[src/rtl/mem_arbiter.sv]
// mem_arbiter: shares one single-port memory between NUM_MASTERS requesters.
// Each transaction runs IDLE -> ACCESS (WAIT_CYCLES+1 cycles) -> ACK (1 cycle).
// Arbitration is round-robin by default; define MEM_ARB_FIXED_PRIO_EN for
// fixed priority where the lowest-indexed requester always wins.
module mem_arbiter #(
  parameter int NUM_MASTERS = 2,
  parameter int ADDR_W      = 32,
  parameter int DATA_W      = 32,
  parameter int WAIT_CYCLES = 0,
  localparam int SEL_W      = DATA_W / 8
) (
  input  logic                          clk,
  input  logic                          rst,
  input  logic [NUM_MASTERS-1:0]        m_req,
  input  logic [NUM_MASTERS-1:0]        m_we,
  input  logic [NUM_MASTERS*ADDR_W-1:0] m_addr,
  input  logic [NUM_MASTERS*DATA_W-1:0] m_wdata,
  input  logic [NUM_MASTERS*SEL_W-1:0]  m_sel,
  output logic [NUM_MASTERS-1:0]        m_ack,
  output logic [DATA_W-1:0]             m_rdata,
  output logic                          s_ce,
  output logic                          s_we,
  output logic [ADDR_W-1:0]             s_addr,
  output logic [DATA_W-1:0]             s_wdata,
  output logic [SEL_W-1:0]              s_sel,
  input  logic [DATA_W-1:0]             s_rdata
);

  localparam int IDX_W = (NUM_MASTERS > 1) ? $clog2(NUM_MASTERS) : 1;
  localparam logic [3:0] CNT_INIT = 4'(WAIT_CYCLES);

  typedef enum logic [1:0] {IDLE, ACCESS, ACK} state_t;

  state_t                  r_state;
  logic [3:0]              r_cnt;
  logic [IDX_W-1:0]        r_winner;
  logic [NUM_MASTERS-1:0]  r_ack;
  logic [DATA_W-1:0]       r_rdata;
  logic                    r_s_ce;
  logic                    r_s_we;
  logic [ADDR_W-1:0]       r_s_addr;
  logic [DATA_W-1:0]       r_s_wdata;
  logic [SEL_W-1:0]        r_s_sel;
`ifndef MEM_ARB_FIXED_PRIO_EN
  logic [IDX_W-1:0]        r_last_grant;
`endif

  logic                    w_any;
  logic [IDX_W-1:0]        w_grant;
  logic [ADDR_W-1:0]       w_addr  [NUM_MASTERS];
  logic [DATA_W-1:0]       w_wdata [NUM_MASTERS];
  logic [SEL_W-1:0]        w_sel   [NUM_MASTERS];

  // Unpack the per-master buses so the winner can be selected by index.
  always_comb begin
    for (int i = 0; i < NUM_MASTERS; i++) begin
      w_addr[i]  = m_addr[i*ADDR_W +: ADDR_W];
      w_wdata[i] = m_wdata[i*DATA_W +: DATA_W];
      w_sel[i]   = m_sel[i*SEL_W +: SEL_W];
    end
  end

  // Pick the winner among the current requests.
  always_comb begin
    // NOTE: defaults first so every path assigns w_grant and no latch is inferred.
    w_any   = |m_req;
    w_grant = '0;
`ifdef MEM_ARB_FIXED_PRIO_EN
    // Scan from the top down so the lowest set index is the last to write.
    for (int i = NUM_MASTERS - 1; i >= 0; i--) begin
      if (m_req[IDX_W'(i)]) w_grant = IDX_W'(i);
    end
`else
    // Scan farthest-first so the nearest requester after last_grant wins.
    for (int k = NUM_MASTERS; k >= 1; k--) begin
      if (m_req[IDX_W'((int'(r_last_grant) + k) % NUM_MASTERS)])
        w_grant = IDX_W'((int'(r_last_grant) + k) % NUM_MASTERS);
    end
`endif
  end

  // Transaction FSM; all memory-side and master-side outputs are registered.
  always_ff @(posedge clk or negedge rst) begin
    if (!rst) begin
      r_state      <= IDLE;
      r_cnt        <= '0;
      r_winner     <= '0;
      r_ack        <= '0;
      r_rdata      <= '0;
      r_s_ce       <= 1'b0;
      r_s_we       <= 1'b0;
      r_s_addr     <= '0;
      r_s_wdata    <= '0;
      r_s_sel      <= '0;
`ifndef MEM_ARB_FIXED_PRIO_EN
      r_last_grant <= IDX_W'(NUM_MASTERS - 1);
`endif
    end else begin
      // NOTE: non-blocking assignments keep every register update on the same edge.
      case (r_state)
        IDLE: begin
          if (w_any) begin
            r_state      <= ACCESS;
            r_winner     <= w_grant;
            r_cnt        <= CNT_INIT;
            r_s_ce       <= 1'b1;
            r_s_we       <= m_we[w_grant];
            r_s_addr     <= w_addr[w_grant];
            r_s_wdata    <= w_wdata[w_grant];
            r_s_sel      <= w_sel[w_grant];
`ifndef MEM_ARB_FIXED_PRIO_EN
            r_last_grant <= w_grant;
`endif
          end
        end
        ACCESS: begin
          if (r_cnt == 4'd0) begin
            r_state   <= ACK;
            r_rdata   <= s_rdata;
            r_ack     <= NUM_MASTERS'(1) << r_winner;
            r_s_ce    <= 1'b0;
            r_s_we    <= 1'b0;
            r_s_addr  <= '0;
            r_s_wdata <= '0;
            r_s_sel   <= '0;
          end else begin
            r_cnt <= r_cnt - 4'd1;
          end
        end
        ACK: begin
          r_ack   <= '0;
          r_state <= IDLE;
        end
        default: r_state <= IDLE;
      endcase
    end
  end

  assign m_ack   = r_ack;
  assign m_rdata = r_rdata;
  assign s_ce    = r_s_ce;
  assign s_we    = r_s_we;
  assign s_addr  = r_s_addr;
  assign s_wdata = r_s_wdata;
  assign s_sel   = r_s_sel;

endmodule

[config.mk]
export PLATFORM = sky130hd
export DESIGN_NAME = mem_arbiter
export DESIGN_NICKNAME = d
export VERILOG_FILES = /design/src/rtl/mem_arbiter.sv
export SDC_FILE = /design/constraint.sdc
export NUM_CORES = 1
export LEC_CHECK = 0
export BUFFER_PORTS_ARGS = -buffer_cell sky130_fd_sc_hd__buf_4
export CAP_MARGIN = 30
export CORE_MARGIN = 10
export CORE_UTILIZATION = 48
export DETAILED_ROUTE_END_ITERATION = 10
export GPL_TIMING_DRIVEN = 0
export PLACE_DENSITY = 0.93
export SETUP_SLACK_MARGIN = 0.05
export SLEW_MARGIN = 15
export SYNTH_ARGS = -nofsm -noshare
export SYNTH_HDL_FRONTEND = slang
export SYNTH_SLANG_ARGS = --single-unit
export TNS_END_PERCENT = 5
[constraint.sdc]
create_clock -name clk -period 3.8 [get_ports clk]
set_input_delay 0.57 -clock clk [delete_from_list [all_inputs] [get_ports clk]]
set_output_delay 0.57 -clock clk [all_outputs]
set_load 0.01 [all_outputs]
==> reports/results.env, run 1 <==
YS_SEQ_ELEMENTS=112
CLOCK_SLEW_SEEN_BY_THE_REGISTERS_OF_THE_WORST_SETUP_AND_HOLD_PATHS_NS=0.12
SYNTH_COMMON_CELLS='111 x sky130_fd_sc_hd__dfrtp_1, 73 x sky130_fd_sc_hd__o21ai_0, 72 x sky130_fd_sc_hd__mux2i_1, 71 x sky130_fd_sc_hd__o22ai_1, 32 x sky130_fd_sc_hd__mux2_2'
TRITONCTS_NUM_SINKS=112
SYNTH_EDF_COUNT=0
WIRE_LENGTH_OF_THE_FIRST_GLOBAL_ROUTING_PASS_MM=26.0
DRT-TOTAL-WL_MM=17.6
MIN_PERIOD_OVER_PERIOD_PCT=53.6
CRITICAL_PATH.CELL_CHAIN='inv_1 -> ha_1 -> or3b_1 -> nor2_2 -> buf_4 -> mux2_2'
PLACE.DETAILED.INSTANCES=843
SYNTH_AREA_LEADERS='sky130_fd_sc_hd__dfrtp_1 54%, sky130_fd_sc_hd__mux2i_1 14%, sky130_fd_sc_hd__o22ai_1 8.7%'
SYNTH_FF_TYPE='sky130_fd_sc_hd__dfrtp_1'
FINAL-INSTANCE-COUNT-EXCL-FILL=860
FP.DIEAREA_MM2=0.0152
GP_ROUTABILITY_CONGESTION=0.866
CAP_VIOL_MAX_COUNT=0
START_UTIL_PCT=49.5
SYNTHESIS.INSTANCES=430
CLOCK-ROOT-BUFFER='sky130_fd_sc_hd__clkbuf_8'
WORST_SKEW_PAIR.LATE_LATENCY_NS=0.37
CLK_PATH_BUF_DEPTH=2
BUFFER_PORTS.INSERTED=277
DRIVE_GT1_SHARE_PCT=49.0
POST_SYNTH_NUM_CELL_TYPES=25
DESIGN.CORE.AREA_MM2=0.0104
TIMING.SETUP.CRITICAL_PATH_CLASS='register to register'
FINALSETUPVIOLATIONS=0
DRC_ERRORS=0
ROWS=37
SYNTH_TOP_AREA_CELL='sky130_fd_sc_hd__dfrtp_1'
YS_WARN_COUNT=0
DRT_ITER0_MARKERS=236
HOLD_VIOL=0
CP_TOP_FAMILY='simple AND/OR/NAND/NOR gates'
ANTENNA_VIOLATIONS_BEFORE_REPAIR=0
INSERTEDDIODECOUNT=0
VDD_IR_DROP_MAX_mV=0.422
SYNTH_NETS=606
WORST_CLOCK_SKEW_NS=0.0226
GRT_MAX_DEGREE=113
HIGHEST_DELAY_CELL_ALONG_THE_CRITICAL_PATH='sky130_fd_sc_hd__dfrtp_1'
SYNTHMOSTINSTANTIATEDCELL='sky130_fd_sc_hd__dfrtp_1'
SYN_TO_FINAL_GROWTH_PCT=48.5
VIAS=4676
MAX_STAGE_DELAY_NS=0.42
CTS_SETUP_BUFFERS=0
WIRE_PER_INST_UM=20.4
LAYOUT_MIN_CYCLE_TIME_NS=2.03
SYNTH.AVG_CELL_AREA_UM2=11.9
TIMING.CRITICAL_PATH.TO_TYPE='register'
POWER.DENSITY_mW_PER_MM2=771
MAX_FREQ_GHz=0.491
SYNTH_TOP_AREA_SHARE_PCT=54.1
CTS_MADE_BUFFERS=9
TIMING.MAX_SLEW.REL_SLACK_PCT=40.0
CRITICAL_PATH_PEAK_FANOUT=10
CTS_HOLD_BUFFERS=0
REQUIRED_WORST_ENDPOINT_NS=4.05
FINAL.SETUP.TNS_NS=0
RUN_STATUS='complete, no violations'
CTS.REPAIR.RESIZED=0
WORSTMARGINPINSLEW_NS=0.897
VIAS_IN_THE_FIRST_GLOBAL_ROUTE=5144
MULTI_INPUT_COMB_AREA_MM2=0.00205
ALL_LAYER_GLOBAL_ROUTING_USAGE_PCT=21.5
FINAL-MAX-SLEW-VIOLATION-COUNT=0
LEAKAGE_POWER_nW=3.87
DPL.HPWL_MM=13.9
TIMING.CRITICAL_PATH.FROM_TYPE='register'
N_FILL_CELL=709
IOPINCOUNT=278
ANT_NETS=0
YS_ASYNC_SR_FRACTION_PCT=100
SYN_AREA_MM2=0.00513
DIEWIDTH_UM=123
FINAL_NET_COUNT=895
AREA_TAKEN_BY_FLIP_FLOPS_AND_LATCHES_MM2=0.00280
DRT_PRE_ANTENNA_ITERS=5
YOSYSSEQAREASHARE_PCT=54.6
HOLD_SLACK_FINAL_NS=0.102
WORST-ENDPOINT-ARRIVAL_NS=2.28
DIE_HEIGHT_UM=123
TRITONCTS='done'
WORST_PATH_BUFFER_PLUS_INVERTER_COUNT=2
GLOBALROUTE.TOTALOVERFLOW=0
TYPE_OF_THE_WORST_MIN_DELAY_PATH='input port to asynchronous set/reset pin'
DRT-VIAS-PER-INSTANCE=5.44
UNREPAIRED_SETUP_ENDPOINTS_AFTER_GLOBAL_ROUTING='no'
CTSHTREEMAXLEVEL=3
final timing paths:
kind	from	to	slack [ns]	depth (start not counted)
max in group asynchronous	rst	r_last_grant$_DFFE_PN1P_	2.97	2
min in group clk	s_rdata[0]	m_rdata[0]$_DFFE_PN0P_	0.42	2
worst min-delay path	rst	m_rdata[4]$_DFFE_PN0P_	0.10	1
worst min register to register	r_winner$_DFFE_PN0P_	m_ack[0]$_DFFE_PN0P_	0.46	1
worst max register to register	r_cnt[0]$_DFFE_PN0P_	m_rdata[2]$_DFFE_PN0P_	1.77	6
worst max-delay path	r_cnt[0]$_DFFE_PN0P_	m_rdata[2]$_DFFE_PN0P_	1.77	6
layout make-up:
class,instances,area share (%)
clock buffer,9,1.62
buffer,42,3.45
sequential,112,36.8
inverter,4,0.197
timing repair buffer,278,27.7
clock inverter,7,1.10
multi-input combinational,272,26.9
tap,136,2.23
per-layer routing:
metal / vias up / track usage, % / share of wire [%]
li1: 2183 / - / -
met1: 2279 / 23.1 / 36
met2: 192 / 39.6 / 54
met3: 22 / 6.75 / 8.3
met4: 0 / 5.82 / 1.4
met5: - / 0 / 0
cells by family (layout without fill, tap and decap cells):
kind of cell	Yosys count	in the layout	synth area share (%)
flip-flops	112	112	54.6
AND/OR/NAND/NOR	18	18	2.14
adder cells (fa/ha/maj)	2	2	0.487
multiplexers	104	104	21.1
buffers and inverters	46	340	5.41
AO/OA/AOI/OAI	148	148	16.3
power by group:
part,switching [mW],leakage (nW),total (mW),internal (mW)
Clock,0.449,0.103,0.713,0.264
Sequential,0.297,1.38,2.05,1.76
Combinational,1.55,2.38,3.11,1.57
Total,2.29,3.87,5.88,3.59
cells in the final DEF, fill, tap and decap left out, types with 2 or more instances in the layout:
master / netlist / routed
sky130_fd_sc_hd__buf_4: 11 / 287
sky130_fd_sc_hd__dfrtp_1: 111 / 111
sky130_fd_sc_hd__o21ai_0: 73 / 73
sky130_fd_sc_hd__mux2i_1: 72 / 72
sky130_fd_sc_hd__o22ai_1: 71 / 71
sky130_fd_sc_hd__mux2_2: 32 / 32
sky130_fd_sc_hd__clkbuf_1: 15 / 15
sky130_fd_sc_hd__buf_2: 9 / 9
sky130_fd_sc_hd__clkbuf_8: 0 / 9
sky130_fd_sc_hd__buf_6: 7 / 8
sky130_fd_sc_hd__inv_1: 4 / 4
sky130_fd_sc_hd__nand2b_1: 4 / 4
sky130_fd_sc_hd__nand2_1: 3 / 3
sky130_fd_sc_hd__clkinv_8: 0 / 3
sky130_fd_sc_hd__inv_6: 0 / 3
sky130_fd_sc_hd__or2_1: 2 / 2
sky130_fd_sc_hd__nor2_1: 2 / 2
sky130_fd_sc_hd__or4_1: 2 / 2
sky130_fd_sc_hd__a21oi_1: 2 / 2
sky130_fd_sc_hd__ha_1: 2 / 2
state kept, by name (all words and copies together) (netlist names):
| register | count |
|---|---|
| r_last_grant | 1 |
| s_we | 1 |
| s_wdata | 32 |
| r_winner | 1 |
| s_ce | 1 |
| s_addr | 32 |
| m_ack | 2 |
| m_rdata | 32 |
| r_state | 2 |
| s_sel | 4 |
| r_cnt | 4 |
metrics by stage:
stage                     instance area, µm²  power, mW  util, %  setup slack, ns
after global placement                  7380       5.05     71.2             1.68
after floorplan                         5130       3.73        -             1.99
final                                   7620       5.88     73.5             1.77
after CTS                               7600       5.90     73.3             1.76
after detailed placement                7390       5.20     71.2             1.61
after global routing                    7620       6.26     73.5             1.65
(Power assumes the default switching activity.)
==> inputs of run 2 (changes only) <==
--- a/config.mk
+++ b/config.mk
@@ -8,10 +8,10 @@
 export BUFFER_PORTS_ARGS = -buffer_cell sky130_fd_sc_hd__buf_4
 export CAP_MARGIN = 30
 export CORE_MARGIN = 10
-export CORE_UTILIZATION = 48
+export CORE_UTILIZATION = 41
 export DETAILED_ROUTE_END_ITERATION = 10
 export GPL_TIMING_DRIVEN = 0
-export PLACE_DENSITY = 0.93
+export PLACE_DENSITY = 0.85
 export SETUP_SLACK_MARGIN = 0.05
 export SLEW_MARGIN = 15
 export SYNTH_ARGS = -nofsm -noshare
==> constraint.sdc (replaced) <==
create_clock -name clk -period 1.7 [get_ports clk]
set_input_delay 0.255 -clock clk [delete_from_list [all_inputs] [get_ports clk]]
set_output_delay 0.255 -clock clk [all_outputs]
set_load 0.01 [all_outputs]
==> run 2 against run 1 <==
  * The flow now finishes with violations (negative setup slack)
  * Clock skew fell by 0.014 ns
  * Non-clock buffer count rose by 18
  * Global-route usage fell by 0.83 points
  * Cell count rose by 5.8%
  * Total power rose to 2.6 times the previous value
  * First-iteration DRC count rose by 19%
  * Critical endpoint unchanged
  * Worst hold slack improved by 0.032 ns
  * Sequential cell count did not move
  * Critical path type unchanged
  * Register-to-register slack got worse by 2.0 ns
==> reports/results.env, run 2 (same netlist as run 1, synthesis figures left out) <==
WIRE_LENGTH_OF_THE_FIRST_GLOBAL_ROUTING_PASS_MM=29.2
POWER.DENSITY_mW_PER_MM2=1840
TIMING.REG2REG.SETUP_SLACK_NS=-0.23
GP_ROUTABILITY_CONGESTION=0.782
VIAS_IN_THE_FIRST_GLOBAL_ROUTE=5333
CLK_PATH_BUF_DEPTH=2
FP.DIEAREA_MM2=0.0174
TIMING.CRITICAL_PATH.FROM_TYPE='register'
LAYOUT_MIN_CYCLE_TIME_NS=1.93
START_UTIL_PCT=42.2
MOSTFREQUENTLAYOUTCELLS='288 x sky130_fd_sc_hd__buf_4, 111 x sky130_fd_sc_hd__dfrtp_1, 73 x sky130_fd_sc_hd__o21ai_0'
CAP_VIOL_MAX_COUNT=0
ANTENNA_VIOLATIONS_BEFORE_REPAIR=0
VIAS=4812
TRITONCTS='done'
FIN_WS_NS=-0.233
HOLD_CRIT_DEPTH=2
WORST_R2R_PATH_DEPTH=8
DRT_ITER0_MARKERS=280
HOLD_VIOL=0
VIOLATIONS='negative setup slack'
REQUIRED_WORST_ENDPOINT_NS=1.93
PLACE_WS_NS=-0.288
LEAKAGE_POWER_nW=4.18
FINAL-MAX-SLEW-VIOLATION-COUNT=0
FINALSETUPVIOLATIONS=103
CLOCK-ROOT-BUFFER='sky130_fd_sc_hd__clkbuf_16'
GRT_MAX_DEGREE=113
TIMING.CRITICAL_PATH.TO_TYPE='register'
VDD_IR_DROP_MAX_mV=0.773
CRITICAL_PATH_PEAK_FANOUT=5
ROWS=40
HP-START='s_rdata[15]'
INSERTEDDIODECOUNT=0
DRT-VIAS-PER-INSTANCE=5.29
DRC_ERRORS=0
WIRE_PER_INST_UM=20.9
WORST_CLOCK_SKEW_NS=0.00838
TYPE_OF_THE_WORST_MIN_DELAY_PATH='input port to register'
CTS_MADE_BUFFERS=9
WORST-ENDPOINT-ARRIVAL_NS=2.17
TIMING.MAX_SLEW.REL_SLACK_PCT=44.9
FINAL.SETUP.TNS_NS=-16.63
CLOCK_SLEW_SEEN_BY_THE_REGISTERS_OF_THE_WORST_SETUP_AND_HOLD_PATHS_NS=0.08
WORSTMARGINPINSLEW_NS=0.824
SYN_TO_FINAL_GROWTH_PCT=60.6
POSTLAYOUTCOREUTIL_PCT=67.8
MIN_PERIOD_OVER_PERIOD_PCT=114
REGTOREGENDPOINT='m_rdata[2]$_DFFE_PN0P_'
RUN_STATUS='complete, but fails checks'
DPL.HPWL_MM=13.9
ANT_NETS=0
BUFFER_PORTS.INSERTED=277
DIEWIDTH_UM=132
TRITONCTS_NUM_SINKS=112
LAYOUT_COMMONEST_CELL='sky130_fd_sc_hd__buf_4'
IOPINCOUNT=278
DIE_HEIGHT_UM=132
DESIGN.CORE.AREA_MM2=0.0122
MAX_FREQ_GHz=0.517
DRIVE_GT1_SHARE_PCT=51.5
UNREPAIRED_SETUP_ENDPOINTS_AFTER_GLOBAL_ROUTING='yes'
DRT_PRE_ANTENNA_ITERS=4
FIN_TOTAL_PWR_mW=15.2
WORST_SKEW_PAIR.LATE_LATENCY_NS=0.35
REGTOREGSTARTPOINT='r_cnt[0]$_DFFE_PN0P_'
FINAL_NET_COUNT=913
ALL_LAYER_GLOBAL_ROUTING_USAGE_PCT=20.6
GLOBALROUTE.TOTALOVERFLOW=0
CTSHTREEMAXLEVEL=3
DRT-TOTAL-WL_MM=19.0
TIMING.SETUP.CRITICAL_PATH_CLASS='register to register'
WORSTHOLDENDPOINT='m_rdata[15]$_DFFE_PN0P_'
[run 2: how the worst max path moves through the flow]
stage	slack [ns]	start	to
after floorplan	-0.07	r_cnt[0]$_DFFE_PN0P_	m_rdata[10]$_DFFE_PN0P_
after global placement	-0.24	r_cnt[0]$_DFFE_PN0P_	m_rdata[0]$_DFFE_PN0P_
after detailed placement	-0.29	r_cnt[0]$_DFFE_PN0P_	m_rdata[2]$_DFFE_PN0P_
after CTS	-0.23	r_cnt[0]$_DFFE_PN0P_	m_rdata[13]$_DFFE_PN0P_
after global routing	-0.27	r_cnt[0]$_DFFE_PN0P_	m_rdata[1]$_DFFE_PN0P_
final	-0.23	r_cnt[0]$_DFFE_PN0P_	m_rdata[2]$_DFFE_PN0P_
[run 2: layout make-up]
cell class	count	area, µm²
plain buffers	41	338
flip-flops and latches	112	2800
well taps	168	210
repair buffers	297	2350
clock inverters	7	80.1
inverters	4	15.0
fillers	915	3910
multi-input cells	272	2220
clock buffers	9	225
[run 2: worst max-delay path, cell delays in order (launching register included)]
cell                      delay (ns)
sky130_fd_sc_hd__dfrtp_1        0.41
sky130_fd_sc_hd__inv_2          0.10
sky130_fd_sc_hd__ha_4           0.14
sky130_fd_sc_hd__or3b_4         0.40
sky130_fd_sc_hd__nor2_4         0.12
sky130_fd_sc_hd__buf_6          0.13
sky130_fd_sc_hd__buf_6          0.10
sky130_fd_sc_hd__buf_12         0.13
sky130_fd_sc_hd__mux2_4         0.30
[run 2: what timing repair did]
action	in CTS	in global routing
pin swaps	3	5
hold endpoints to repair	0	55
setup endpoints to repair	104	109
setup buffers	15	2
gates cloned	5	0
gates resized for setup	71	12
hold buffers	0	1
[run 2: stage by stage]
step,cells,instance area (µm²),hold WS [ns]
finish,910,8250,0.133
global route,910,8250,0.124
CTS,910,8210,0.105
detailed placement,875,7440,0.457
global placement,875,7440,0.432
floorplan,430,5150,-0.0406
[run 2: power by group]
group | internal (mW) | total (mW) | switching (mW)
Clock | 1.16 | 2.19 | 1.02
Combinational | 4.49 | 8.35 | 3.86
Sequential | 3.94 | 4.64 | 0.705
[run 2: metal layers]
metal  track usage, %  part of all wire, %  vias to the layer above
li1                 -                    -                     2223
met4             6.67                  1.9                        0
met2             35.3                   50                      203
met3             6.71                  7.4                       23
met1             23.8                   40                     2363
met5                0                    0                        -
==> inputs of run 3 (changes only) <==
--- a/config.mk
+++ b/config.mk
@@ -5,7 +5,7 @@
 export SDC_FILE = /design/constraint.sdc
 export NUM_CORES = 1
 export LEC_CHECK = 0
-export BUFFER_PORTS_ARGS = -buffer_cell sky130_fd_sc_hd__buf_4
+export BUFFER_PORTS_ARGS = -buffer_cell sky130_fd_sc_hd__buf_2
 export CAP_MARGIN = 30
 export CORE_MARGIN = 10
 export CORE_UTILIZATION = 41
==> run 3 against run 2 <==
  * The run still ends with negative setup slack left
  * Critical endpoint is now m_rdata[16]$_DFFE_PN0P_
  * Fmax grew 1.3%
  * Critical path depth shrank 1
  * First-iteration DRC count shrank 11%
  * Combinational power shrank 7.9%
  * Design area shrank 8.0%
  * Largest power group unchanged
  * Worst hold slack lost 0.0015 ns
  * Clock power shrank 3%
  * Highest routed layer unchanged
==> reports/results.env, run 3 (same netlist as run 1, synthesis figures left out) <==
TIMING.CRITICAL_PATH.TO_TYPE='register'
WIRE_PER_INST_UM=19.8
START_UTIL_PCT=42.2
DIEWIDTH_UM=132
DESIGN.CORE.AREA_MM2=0.0122
REQUIRED_WORST_ENDPOINT_NS=1.94
GP_ROUTABILITY_CONGESTION=0.817
FINAL_NET_COUNT=910
UNREPAIRED_SETUP_ENDPOINTS_AFTER_GLOBAL_ROUTING='yes'
VDD_IR_DROP_MAX_mV=0.776
VIOLATIONS='negative setup slack'
LAYOUT_MIN_CYCLE_TIME_NS=1.91
FINAL-INSTANCE-COUNT-EXCL-FILL=907
VIAS=4770
MAX_FREQ_GHz=0.524
DRT_ITER0_MARKERS=248
CTS_MADE_BUFFERS=9
TYPE_OF_THE_WORST_MIN_DELAY_PATH='input port to register'
TRITONCTS='done'
HOLD_SLACK_FINAL_NS=0.132
MIN_PERIOD_OVER_PERIOD_PCT=112
FINALSETUPVIOLATIONS=104
MOSTFREQUENTLAYOUTCELLS='282 x sky130_fd_sc_hd__buf_2, 111 x sky130_fd_sc_hd__dfrtp_1, 73 x sky130_fd_sc_hd__o21ai_0'
WIRE_LENGTH_OF_THE_FIRST_GLOBAL_ROUTING_PASS_MM=27.7
LEAKAGE_POWER_nW=3.97
WORSTMARGINPINSLEW_NS=0.852
FP.DIEAREA_MM2=0.0174
WORST_CLOCK_SKEW_NS=0.00416
WORST-ENDPOINT-ARRIVAL_NS=2.15
FIN_WS_NS=-0.209
TIMING.MAX_SLEW.REL_SLACK_PCT=43.0
TRITONCTS_NUM_SINKS=112
ANTENNA_VIOLATIONS_BEFORE_REPAIR=0
TIMING.SETUP.CRITICAL_PATH_CLASS='register to register'
CTSHTREEMAXLEVEL=3
ALL_LAYER_GLOBAL_ROUTING_USAGE_PCT=19.5
DRIVE_GT1_SHARE_PCT=51.7
BUFFER_PORTS.INSERTED=277
CLOCK-ROOT-BUFFER='sky130_fd_sc_hd__clkbuf_16'
POWER.DENSITY_mW_PER_MM2=1890
DPL.HPWL_MM=13.2
INSERTEDDIODECOUNT=0
PLACE_WS_NS=-0.345
CLK_PATH_BUF_DEPTH=2
N_FILL_CELL=1001
SYN_TO_FINAL_GROWTH_PCT=47.8
GRT_MAX_DEGREE=62
VIAS_IN_THE_FIRST_GLOBAL_ROUTE=5165
ROWS=40
DRC_ERRORS=0
DIE_HEIGHT_UM=132
ANT_NETS=0
AREA_TAKEN_BY_FLIP_FLOPS_AND_LATCHES_MM2=0.00280
FINAL.SETUP.TNS_NS=-13.88
CRITICAL_PATH_PEAK_FANOUT=6
MULTI_INPUT_COMB_AREA_MM2=0.00223
WORST_SKEW_PAIR.LATE_LATENCY_NS=0.35
LAYOUT_COMMONEST_CELL='sky130_fd_sc_hd__buf_2'
DRT_PRE_ANTENNA_ITERS=5
TIMING.CRITICAL_PATH.FROM_TYPE='register'
CAP_VIOL_MAX_COUNT=0
FINAL-MAX-SLEW-VIOLATION-COUNT=0
GLOBALROUTE.TOTALOVERFLOW=0
RUN_STATUS='complete, but fails checks'
CLOCK_SLEW_SEEN_BY_THE_REGISTERS_OF_THE_WORST_SETUP_AND_HOLD_PATHS_NS=0.07
DRT-VIAS-PER-INSTANCE=5.26
DRT-TOTAL-WL_MM=18.0
HOLD_VIOL=0
POSTLAYOUTCOREUTIL_PCT=62.4
IOPINCOUNT=278
PLACE.DETAILED.INSTANCES=876
-- run 3: timing repair --
item | in CTS | in global routing
hold buffers | 1 | 0
hold endpoints to repair | 51 | 0
gates cloned | 4 | 2
pin swaps | 10 | 6
setup endpoints to repair | 105 | 107
buffers inserted | 8 | 2
resized for setup | 53 | 22
-- run 3: per-layer routing --
layer,wire length (µm),up-vias,GRT usage (%),share of wire [%]
met5,0,-,0,0
met1,7150,2314,22.4,40
met4,297,0,6.49,1.7
met2,9010,215,33.2,50
li1,-,2214,-,-
met3,1510,27,6.67,8.4
-- run 3: power breakdown --
| part | internal, mW | total (mW) | switching (mW) |
|---|---|---|---|
| Sequential | 3.93 | 4.55 | 0.620 |
| Clock | 1.15 | 2.12 | 0.966 |
| Combinational | 3.87 | 7.69 | 3.82 |
-- run 3: through the flow --
step	cell area (µm²)	total power, mW
floorplan	5150	8.38
global placement	6740	10.7
detailed placement	6780	10.9
CTS	7440	14.0
global route	7590	15.3
finish	7590	14.4
-- run 3: area by class of cell --
class	instances	share of cell area (%)
plain buffers	41	4.58
clock buffers	10	3.02
clock inverters	6	0.907
inverters	4	0.198
multi-input cells	272	29.4
flip-flops and latches	112	36.9
well taps	168	2.77
repair buffers	294	22.2
-- run 3: critical path: stages (launching register included) --
cell	delay [ns]
sky130_fd_sc_hd__dfrtp_1	0.41
sky130_fd_sc_hd__inv_2	0.10
sky130_fd_sc_hd__ha_4	0.14
sky130_fd_sc_hd__or3b_4	0.40
sky130_fd_sc_hd__nor2_4	0.12
sky130_fd_sc_hd__buf_8	0.17
sky130_fd_sc_hd__clkbuf_16	0.16
sky130_fd_sc_hd__mux2_4	0.29
-- run 3: worst paths after layout --
path | from | end | slack, ns | cells after the start
worst max-delay path | r_cnt[1]$_DFFE_PN0P_ | m_rdata[16]$_DFFE_PN0P_ | -0.21 | 7
worst max register to register | r_cnt[1]$_DFFE_PN0P_ | m_rdata[16]$_DFFE_PN0P_ | -0.21 | 7
max in group asynchronous | rst | r_last_grant$_DFFE_PN1P_ | 0.57 | 3
worst min register to register | r_winner$_DFFE_PN0P_ | m_ack[0]$_DFFE_PN0P_ | 0.48 | 1
min in group asynchronous | rst | s_addr[23]$_DFFE_PN0P_ | 0.43 | 2
worst min-delay path | s_rdata[3] | m_rdata[3]$_DFFE_PN0P_ | 0.13 | 2
